===== src/rtl/pipe_stage_reg.sv =====
// Pipeline stage register: stall-vector control (MODE 0) or valid/ready with skid (MODE 1).
// Optional performance counters enabled by defining PIPE_STAGE_PERF_CNT_EN.
module pipe_stage_reg #(
    parameter int unsigned        DATA_W  = 128,
    parameter int unsigned        STALL_W = 6,
    parameter int unsigned        STAGE   = 2,
    parameter int unsigned        MODE    = 0,
    parameter logic [DATA_W-1:0]  BUBBLE  = '0
) (
    input  logic               clk,
    input  logic               rst,
    input  logic [STALL_W-1:0] stall,
    input  logic               flush,
    input  logic               in_valid,
    input  logic [DATA_W-1:0]  in_data,
    output logic               in_ready,
    output logic               out_valid,
    output logic [DATA_W-1:0]  out_data,
    input  logic               out_ready,
    output logic [31:0]        bubble_cnt,
    output logic [31:0]        hold_cnt
);

    logic              out_valid_q, out_valid_d;
    logic [DATA_W-1:0] out_data_q, out_data_d;
    logic              skid_valid_q, skid_valid_d;
    logic [DATA_W-1:0] skid_data_q, skid_data_d;
    logic              us, ds, accept, drain;
    logic              bubble_inc, hold_inc;

    assign us = stall[STAGE];
    assign ds = stall[STAGE+1];

    // Elastic mode never looks at the stall vector.
    logic unused_stall;
    assign unused_stall = ^stall;

    always_comb begin
        in_ready = 1'b0;
        if (!rst) begin
            if (MODE == 0) in_ready = ~us;
            else           in_ready = ~skid_valid_q;
        end
    end

    assign accept = in_valid & in_ready;
    assign drain  = out_valid_q & out_ready;

    always_comb begin
        out_valid_d  = out_valid_q;
        out_data_d   = out_data_q;
        skid_valid_d = skid_valid_q;
        skid_data_d  = skid_data_q;
        bubble_inc   = 1'b0;
        hold_inc     = 1'b0;
        if (flush) begin
            out_valid_d  = 1'b0;
            out_data_d   = BUBBLE;
            skid_valid_d = 1'b0;
            skid_data_d  = BUBBLE;
            bubble_inc   = 1'b1;
        end else if (MODE == 0) begin
            if (us && !ds) begin
                out_valid_d = 1'b0;
                out_data_d  = BUBBLE;
                bubble_inc  = 1'b1;
            end else if (us && ds) begin
                hold_inc = out_valid_q;
            end else begin
                // us=0 with ds=1 is illegal ctrl but still loads, like the legacy stages.
                out_valid_d = in_valid;
                out_data_d  = in_data;
            end
        end else begin
            if (!out_valid_q || drain) begin
                if (skid_valid_q) begin
                    out_valid_d  = 1'b1;
                    out_data_d   = skid_data_q;
                    skid_valid_d = accept;
                    if (accept) skid_data_d = in_data;
                end else if (accept) begin
                    out_valid_d = 1'b1;
                    out_data_d  = in_data;
                end else begin
                    out_valid_d = 1'b0;
                    out_data_d  = BUBBLE;
                end
            end else begin
                hold_inc = 1'b1;
                if (accept) begin
                    skid_valid_d = 1'b1;
                    skid_data_d  = in_data;
                end
            end
            bubble_inc = out_valid_q & ~out_valid_d & ~drain;
        end
    end

    always_ff @(posedge clk) begin
        if (rst) begin
            out_valid_q  <= 1'b0;
            out_data_q   <= BUBBLE;
            skid_valid_q <= 1'b0;
            skid_data_q  <= BUBBLE;
        end else begin
            out_valid_q  <= out_valid_d;
            out_data_q   <= out_data_d;
            skid_valid_q <= skid_valid_d;
            skid_data_q  <= skid_data_d;
        end
    end

    assign out_valid = out_valid_q;
    assign out_data  = out_data_q;

`ifdef PIPE_STAGE_PERF_CNT_EN
    logic [31:0] bubble_cnt_q, hold_cnt_q;

    always_ff @(posedge clk) begin
        if (rst) begin
            bubble_cnt_q <= '0;
            hold_cnt_q   <= '0;
        end else begin
            if (bubble_inc) bubble_cnt_q <= bubble_cnt_q + 32'd1;
            if (hold_inc)   hold_cnt_q   <= hold_cnt_q + 32'd1;
        end
    end

    assign bubble_cnt = bubble_cnt_q;
    assign hold_cnt   = hold_cnt_q;
`else
    logic unused_perf;
    assign unused_perf = bubble_inc ^ hold_inc;
    assign bubble_cnt  = '0;
    assign hold_cnt    = '0;
`endif

endmodule

===== config.mk =====
export PLATFORM = sky130hd
export DESIGN_NAME = pipe_stage_reg
export DESIGN_NICKNAME = d
export VERILOG_FILES = /design/src/rtl/pipe_stage_reg.sv
export SDC_FILE = /design/constraint.sdc
export NUM_CORES = 1
export LEC_CHECK = 0
export CAP_MARGIN = 5
export CORE_AREA = 2 2 128 130
export DETAILED_ROUTE_END_ITERATION = 8
export DIE_AREA = 0 0 130 132
export PLACE_DENSITY_LB_ADDON = 0.05
export SLEW_MARGIN = 40
export SYNTH_ARGS = -nofsm -noshare
export SYNTH_HDL_FRONTEND = slang
export SYNTH_SLANG_ARGS = --single-unit

===== constraint.sdc =====
create_clock -name clk -period 1.6 [get_ports clk]
set_clock_uncertainty 0.15 [all_clocks]
set_input_delay 0.24 -clock clk [delete_from_list [all_inputs] [get_ports clk]]
set_output_delay 0.24 -clock clk [all_outputs]
set_load 0.02 [all_outputs]

==> results.cfg, run 1 <==
[run_status]
status = completed

[routing]
vias = 4915
routed_wl_mm = 16.0
wl_met1_mm = 6.24
avgViaCountPerCell = 4.46
drc = 0
drt_iter0_drc = 239
ant_nets = 0
wl_met3_mm = 1.65
routed-wl-met2_mm = 7.80
first_pass_iters = 4
wl_per_cell_um = 14.5
top_layer_used = met4

[clock_tree]
cts_sinks = 129
cts-htree-levels = 4
clockBufferDepth = 2
clk_pin_slew_worst_paths_ns = 0.05
clkLatencyLatePin_ns = 0.40
cts_buffers = 17
hold_buffers = 0
cts_tree = built
root_buffer = clkbuf_16

[sta]
tns_ns = 0
finalCriticalPeriod_ns = 1.50
hold_viol = 0
max_freq_mhz = 665
final-setup-viol-count = 0
fin_hold_ws_ns = 0.195
rsz0062_at_grt = false
fin_crit_sh = 0.940
slew_viol_final = 0

[critical_path]
worstPathCellList = dlygate4sd2_1
slowest_stage = dlygate4sd2_1
crit_path_end_kind = primary output
cp.required_ns = 1.21
path_depth = 1
worstRegToRegCells = 2
max_stage_delay_ns = 0.37
cp_max_fo = 2
cp_top_family = buffers and inverters
critPathKind = reg2out
cp-start-kind = register
crit_arrival_ns = 1.11
critPathBufInv = 1

[placed_design]
place_area_um2 = 8000
hpwl_mm = 11.2
gp_congestion = 0.713
io_buffer_count = 263

[final_layout]
drive_gt1_frac = 0.0452
nets = 1013
nFillCells = 1532
antenna_cells = 0
syn_to_final_growth_pct = 52.9
fin_area_um2 = 8390
postLayoutCoreUtil = 0.534

[grt]
grt_pass1_wl_mm = 24.3
grt_max_degree = 94
grt_pass1_vias = 4538
grt_util_all_layers = 0.181
grt_overflow = 0
antenna_found_initial = 0

[floorplan]
core_area_um2 = 15700
num_rows = 46
dieArea_um2 = 17200
die_x_um = 130
start_util = 0.349
die_y_um = 132
ios = 333

[power_and_ir_drop]
p_leak_nw = 3.65
ir_worst_vdd_mv = 0.659
p_per_area_nw_per_um2 = 969

[hold_path]
hp-class = in2reg
holdPathStages = 4

[synth]
netlist-cell-type-count = 13
synthCells = 639
syn-cell-area_um2 = 5490
seq_area_frac_synth = 0.470
avgSynthCellArea_um2 = 8.59
ys.warnings.count = 0
synth-seq-cells = 129

[job]
max_cap_violations = 0
==> area by class of cell <==
cell class	instances	area [um^2]	area share
flip-flops and latches	129	2580	0.308
well taps	216	270	0.0322
clock buffers	25	505	0.0602
multi-input cells	453	2350	0.280
repair buffers	273	2630	0.314
clock inverters	5	52.6	0.00626
==> through the flow <==
step	setup WS (ns)	std cells	total power, mW
3_5_place_dp	-0.167	1071	4.63
2_1_floorplan	0.370	702	4.15
4_1_cts	0.0647	1101	8.24
3_3_place_gp	-0.174	1071	4.61
5_1_grt	0.0247	1101	8.47
6_report	0.0963	1101	8.13
==> flip-flops by register name (all words and copies together) (netlist names) <==
name	flops
out_valid	1
out_data	128
==> synthesized netlist by cell type (all sizes together) <==
master    n  area, um^2
conb      1        3.75
nor2      1        3.75
a21oi   129         646
buf      88         674
or2       1        6.26
nand3   129         646
nand2b  129         807
dfxtp   129        2580
clkbuf   32         120
==> repair_timing <==
item,CTS,global route
gates resized for setup,130,0
buffers inserted,0,0
setup endpoints to repair,130,0
==> path summary, 6_finish.rpt <==
kind / start / to / slack, ns
setup / recovery: out_data[10] / out_data[10] / 0.1
hold / removal: stall[2] / out_data[122] / 0.20
setup reg to reg: out_data[74] / out_data[74] / 0.80
hold reg to reg: out_data[120] / out_data[120] / 0.31
==> power by group <==
part | leakage (nW) | internal, mW | total, mW | switching (mW)
Combinational | 2.32 | 0.528 | 1.14 | 0.611
Sequential | 1.05 | 3.31 | 3.35 | 0.0416
Clock | 0.275 | 2.32 | 3.64 | 1.33
Total | 3.65 | 6.16 | 8.13 | 1.98
==> logic make-up after synthesis <==
kind of cell | synth area share
DFF | 0.470
buffers and inverters | 0.145
AOI/OAI and AO/OA | 0.118
and+or+nand+nor | 0.266
other | 0.000683
==> per-layer routing <==
layer | vias up | track usage
li1 | 2483 | -
met1 | 2222 | 0.207
met2 | 192 | 0.295
met3 | 18 | 0.0816
met4 | 0 | 0.0669
met5 | - | 0
==> cell usage in the layout, fill, tap and decap left out <==
master	count
clkbuf_1	3
clkdlybuf4s50_1	131
dlygate4sd2_1	130
conb_1	64
clkbuf_16	17
nor2_1	1
bufinv_16	1
or2_4	1
buf_6	1
clkbuf_8	5
buf_4	4
a21oi_1	129
clkinv_2	3
clkinvlp_4	1
buf_12	7
nand2b_1	129
dfxtp_1	129
nand3_1	129
(Power assumes the default switching activity.)
==> run 2: changes to the inputs <==
--- a/config.mk
+++ b/config.mk
@@ -10,7 +10,7 @@
 export DETAILED_ROUTE_END_ITERATION = 8
 export DIE_AREA = 0 0 130 132
 export PLACE_DENSITY_LB_ADDON = 0.05
-export SLEW_MARGIN = 40
+export SLEW_MARGIN = 20
 export SYNTH_ARGS = -nofsm -noshare
 export SYNTH_HDL_FRONTEND = slang
 export SYNTH_SLANG_ARGS = --single-unit
==> results of run 2 <==
Same layout as run 1: the final DEF is identical, and so are final timing and power.
